**src/rtl/if_inst_queue.sv**
```systemverilog
`default_nettype none
// ============================================================================
// Module   : if_inst_queue
// Brief    : Fetch-to-decode instruction queue (PC + instruction), flushable.
// Revision : 1.0
// ============================================================================
module if_inst_queue #(
    parameter int DEPTH  = 4,
    parameter int PC_W   = 64,
    parameter int INST_W = 32
) (
    input  logic                       clk,
    input  logic                       rst,
    input  logic                       flush,
    input  logic                       in_valid,
    output logic                       in_ready,
    input  logic [PC_W-1:0]            in_pc,
    input  logic [INST_W-1:0]          in_inst,
    output logic                       out_valid,
    input  logic                       out_ready,
    output logic [PC_W-1:0]            out_pc,
    output logic [INST_W-1:0]          out_inst,
    output logic [$clog2(DEPTH):0]     count
);

    localparam int c_AW = $clog2(DEPTH);
    localparam int c_CW = c_AW + 1;
    localparam logic [c_CW-1:0] c_FULL = c_CW'(DEPTH);

    logic [PC_W-1:0]   r_mem_pc   [DEPTH];
    logic [INST_W-1:0] r_mem_inst [DEPTH];
    logic [c_AW-1:0]   r_wr_ptr;
    logic [c_AW-1:0]   r_rd_ptr;
    logic [c_CW-1:0]   r_count;
    logic              w_push;
    logic              w_pop;

    // rst gates in_ready directly: count alone is already 0 during reset and
    // would otherwise advertise space while the queue is held.
    assign in_ready  = !rst && (r_count < c_FULL) && !flush;
    assign out_valid = (r_count != '0) && !flush;
    assign w_push    = in_valid && in_ready;
    assign w_pop     = out_valid && out_ready;

    assign out_pc   = out_valid ? r_mem_pc[r_rd_ptr]   : '0;
    assign out_inst = out_valid ? r_mem_inst[r_rd_ptr] : '0;
    assign count    = r_count;

    always_ff @(posedge clk) begin
        if (w_push) begin
            r_mem_pc[r_wr_ptr]   <= in_pc;
            r_mem_inst[r_wr_ptr] <= in_inst;
        end
    end

    // Pointers wrap naturally because DEPTH is a power of two.
    always_ff @(posedge clk or posedge rst) begin
        if (rst) begin
            r_wr_ptr <= '0;
            r_rd_ptr <= '0;
            r_count  <= '0;
        end else if (flush) begin
            r_wr_ptr <= '0;
            r_rd_ptr <= '0;
            r_count  <= '0;
        end else begin
            if (w_push) begin
                r_wr_ptr <= r_wr_ptr + c_AW'(1);
            end
            if (w_pop) begin
                r_rd_ptr <= r_rd_ptr + c_AW'(1);
            end
            case ({w_push, w_pop})
                2'b10:   r_count <= r_count + c_CW'(1);
                2'b01:   r_count <= r_count - c_CW'(1);
                default: r_count <= r_count;
            endcase
        end
    end

endmodule
`default_nettype wire
```
**config.mk**
```make
export PLATFORM = sky130hd
export DESIGN_NAME = if_inst_queue
export DESIGN_NICKNAME = d
export VERILOG_FILES = /design/src/rtl/if_inst_queue.sv
export SDC_FILE = /design/constraint.sdc
export NUM_CORES = 1
export LEC_CHECK = 0
export ABC_AREA = 1
export CAP_MARGIN = 15
export CELL_PAD_IN_SITES_DETAIL_PLACEMENT = 0
export CELL_PAD_IN_SITES_GLOBAL_PLACEMENT = 1
export CORE_MARGIN = 8
export CORE_UTILIZATION = 37
export CTS_CLUSTER_SIZE = 16
export DETAILED_ROUTE_END_ITERATION = 6
export GPL_ROUTABILITY_DRIVEN = 0
export PLACE_DENSITY = 0.73
export SKIP_LAST_GASP = 1
export SYNTH_ARGS = -nofsm -noshare
export SYNTH_HDL_FRONTEND = slang
export SYNTH_SLANG_ARGS = --single-unit
```
**constraint.sdc**
```tcl
create_clock -name clk -period 7.4 [get_ports clk]
set_clock_uncertainty 0.05 [all_clocks]
set_input_delay 2.22 -clock clk [delete_from_list [all_inputs] [get_ports clk]]
set_output_delay 2.22 -clock clk [all_outputs]
set_load 0.05 [all_outputs]
```
==> flow_metrics.env, run 1 <==
export IMPL_ios=202
export IMPL_std_cell_rows=74
export IMPL_clkPwrFrac=0.306
export IMPL_synthXorXnorAreaFrac=0.000571
export IMPL_grt_use_total=0.148
export IMPL_yosys_area_share_simple=0.103
export IMPL_synthAdderAreaFrac=0.00457
export IMPL_synth_area_um2=15300
export IMPL_p_comb_frac=0.304
export IMPL_drtAntennaViolNets=0
export IMPL_slew_headroom=0.319
export IMPL_synthDistinctLibCells=28
export IMPL_seqPwrFrac=0.391
export IMPL_rsz0062_at_grt="no"
export IMPL_setup_violations=0
export IMPL_cts_resized=0
export IMPL_tns_ns=0
export IMPL_synth_compound_area_frac=0.0985
export IMPL_cts_max_level=2
export IMPL_vias=9617
export IMPL_syn_avg_cell_area_um2=12.8
export IMPL_clk_latency_ns=0.54
export IMPL_cts_sinks=391
export IMPL_firstDrtPassIters=4
export IMPL_cts_tree="yes"
export IMPL_p_total_uw=6520
export IMPL_place_hpwl_mm=20.3
export IMPL_cts_root_buffer="clkbuf_16"
export IMPL_switching_share=0.355
export IMPL_syn_to_final_growth_pct=23.9
export IMPL_cts_buffer_depth=3
export IMPL_drt_iter0_drc=619
export IMPL_cts_made_buffers=43
export IMPL_ys_seq_elements=391
export IMPL_grt_max_degree=132
export IMPL_fp_dieW_um=220
export IMPL_antenna_found_initial=1
export IMPL_ir_worst_vdd_uv=245
export IMPL_die_area_um2=48200
export IMPL_synthMuxAreaShare=0
export IMPL_synth_seq_area_share=0.763
export IMPL_arrival_ns=4.34
export IMPL_synth_fp_nets=1301
export IMPL_drc=0
export IMPL_viasPerCell=4.94
export IMPL_critPathRequiredTime_ns=5.13
export IMPL_power_density_nw_per_um2=343
export IMPL_postCtsHoldBufs=0
export IMPL_io_buffers=201
export IMPL_synth_top_family_by_area="simple AND/OR/NAND/NOR gates"
export IMPL_path_max_fanout=46
export IMPL_p_switching_uw=2320
export IMPL_worstSetupEndpointType="primary output"
export IMPL_first_global_vias=9676
export IMPL_finalMaxSlewViolations=0
export IMPL_overflow=0
export IMPL_hold_violations=0
export IMPL_grt_pass1_wl_mm=55.6
export IMPL_worstMarginPinSlew_ns=1.02
export IMPL_clkTransAtPathRegs_ns=0.05
export IMPL_initial_utilization=0.375
export IMPL_p_leak_uw=0.00643
export IMPL_yosys_warnings=0
export IMPL_final_net_count=1488
export IMPL_period_share=0.894
export IMPL_max_cap_violations=0
export IMPL_post_drt_wl_per_cell_um=18.7
export IMPL_die_h_um=220
export IMPL_p_int_uw=4210
export IMPL_fmax_mhz=151
export IMPL_syn_inst=1195
export IMPL_coreArea_um2=40900
export IMPL_fillCellCount=3653
export IMPL_min_path_type="flip-flop to flip-flop"
export IMPL_layout_drive_gt1_share=0.107
export IMPL_period_needed_ns=6.61
export IMPL_cp_start_kind="input port"
export IMPL_postCtsSetupBuffers=0
export IMPL_path_class="input port to primary output"
export IMPL_wl_mm=36.4
export IMPL_status="finished clean"
[power groups by stage]
stage	Combinational (µW)	Clock [µW]	Sequential, µW
4_1_cts	2020	2050	2550
2_1_floorplan	1400	0	2590
3_3_place_gp	2000	0	2590
5_1_grt	2130	2130	2550
3_5_place_dp	2010	0	2590
6_report	1980	1990	2550
[layout by cell type (no fill, tap or decap), drive strengths merged, types with 2 or more instances in the layout]
cell / count
dfrtp: 7
clkbuf: 51
nand3: 4
ha: 4
nand2: 18
a21oi: 99
buf: 69
edfxtp: 384
bufinv: 2
o21ai: 195
clkdlybuf4s50: 147
clkinv: 22
nor2: 391
clkinvlp: 3
inv: 14
[worst max-delay path, stage by stage]
cell	delay, ns
clkdlybuf4s50_1	0.54
a21oi_4	0.21
clkinv_2	0.09
buf_12	0.19
a21oi_1	0.24
clkdlybuf4s50_1	0.85
[registers in the layout, summed over array words and instances (netlist names)]
signal      count
count           3
r_mem_inst    128
r_mem_pc      256
r_rd_ptr        2
r_wr_ptr        2
[layout make-up]
type / count / area (µm²) / area share
well taps: 532 / 666 / 0.0350
diodes: 1 / 2.50 / 0.000132
flip-flops and latches: 391 / 11700 / 0.616
multi-input cells: 716 / 3200 / 0.168
repair buffers: 216 / 2040 / 0.107
inverters: 14 / 61.3 / 0.00322
clock buffers: 51 / 1130 / 0.0593
clock inverters: 27 / 200 / 0.0105
[metrics by stage]
stage	hold WS [ns]	util	setup slack, ns	cells	cell area [µm²]
after floorplan	0.530	-	0.131	1195	15300
after global placement	0.532	0.432	0.799	1869	17700
after detailed placement	0.527	0.432	0.770	1869	17700
after CTS	0.539	0.465	0.764	1947	19000
after global routing	0.602	0.465	0.693	1947	19000
final	0.535	0.465	0.786	1948	19000
[Yosys cell counts]
cell type  count  area [µm²]
buf_1          5        18.8
buf_6          7        78.8
clkbuf_2       9        45.0
nor2_4         1        11.3
nor2_1       388        1460
a21oi_2        2        17.5
buf_2         19        95.1
fa_1           1        20.0
xnor2_1        1        8.76
inv_1         10        37.5
inv_2          4        15.0
nand3_1        2        10.0
o21ai_1       78         390
nor2_2         2        12.5
ha_1           4        50.1
nand2_2        2        12.5
nand2_1       16        60.1
buf_4         13        97.6
o21ai_0      117         586
o31ai_1        1        7.51
nand3_2        2        20.0
edfxtp_1     384       11500
a21oi_4        1        16.3
o21bai_1       1        7.51
clkbuf_1      21        78.8
a21oi_1       96         480
dfrtp_1        7         175
a31oi_1        1        6.26
[routing by layer]
metal | GRT usage | vias up | share of wire
met1 | 0.193 | 4702 | 0.44
li1 | - | 4625 | -
met5 | 0 | - | 0
met2 | 0.245 | 246 | 0.48
met3 | 0.0322 | 44 | 0.060
met4 | 0.0435 | 0 | 0.018
[logic make-up after synthesis]
| kind of cell | after synthesis |
|---|---|
| AO/OA/AOI/OAI | 297 |
| adder cells (fa/ha/maj) | 5 |
| AND/OR/NAND/NOR | 413 |
| buffers and inverters | 88 |
| XOR/XNOR | 1 |
| flip-flops | 391 |
[final timing paths]
| check | cells past startpoint | to | startpoint | slack, ns |
|---|---|---|---|---|
| setup reg to reg | 4 | r_mem_pc[0][35] | count[2] | 4.79 |
| hold reg to reg | 2 | count[0] | count[0] | 0.53 |
| hold / removal | 2 | count[0] | count[0] | 0.53 |
| setup / recovery | 6 | out_inst[28] | flush | 0.79 |
| max in group asynchronous | 2 | r_rd_ptr[0] | rst | 5.13 |
| min in group asynchronous | 2 | count[0] | rst | 1.89 |
Note: power is estimated with default switching activity, not from simulation.
==> run 2: changes to the inputs <==
--- a/config.mk
+++ b/config.mk
@@ -11,11 +11,12 @@
 export CELL_PAD_IN_SITES_GLOBAL_PLACEMENT = 1
 export CORE_MARGIN = 8
 export CORE_UTILIZATION = 37
-export CTS_CLUSTER_SIZE = 16
+export CTS_CLUSTER_SIZE = 30
 export DETAILED_ROUTE_END_ITERATION = 6
 export GPL_ROUTABILITY_DRIVEN = 0
 export PLACE_DENSITY = 0.73
 export SKIP_LAST_GASP = 1
+export SLEW_MARGIN = 20
 export SYNTH_ARGS = -nofsm -noshare
 export SYNTH_HDL_FRONTEND = slang
 export SYNTH_SLANG_ARGS = --single-unit
==> results of run 2 <==
Final layout, timing and power as in run 1 (identical DEF).
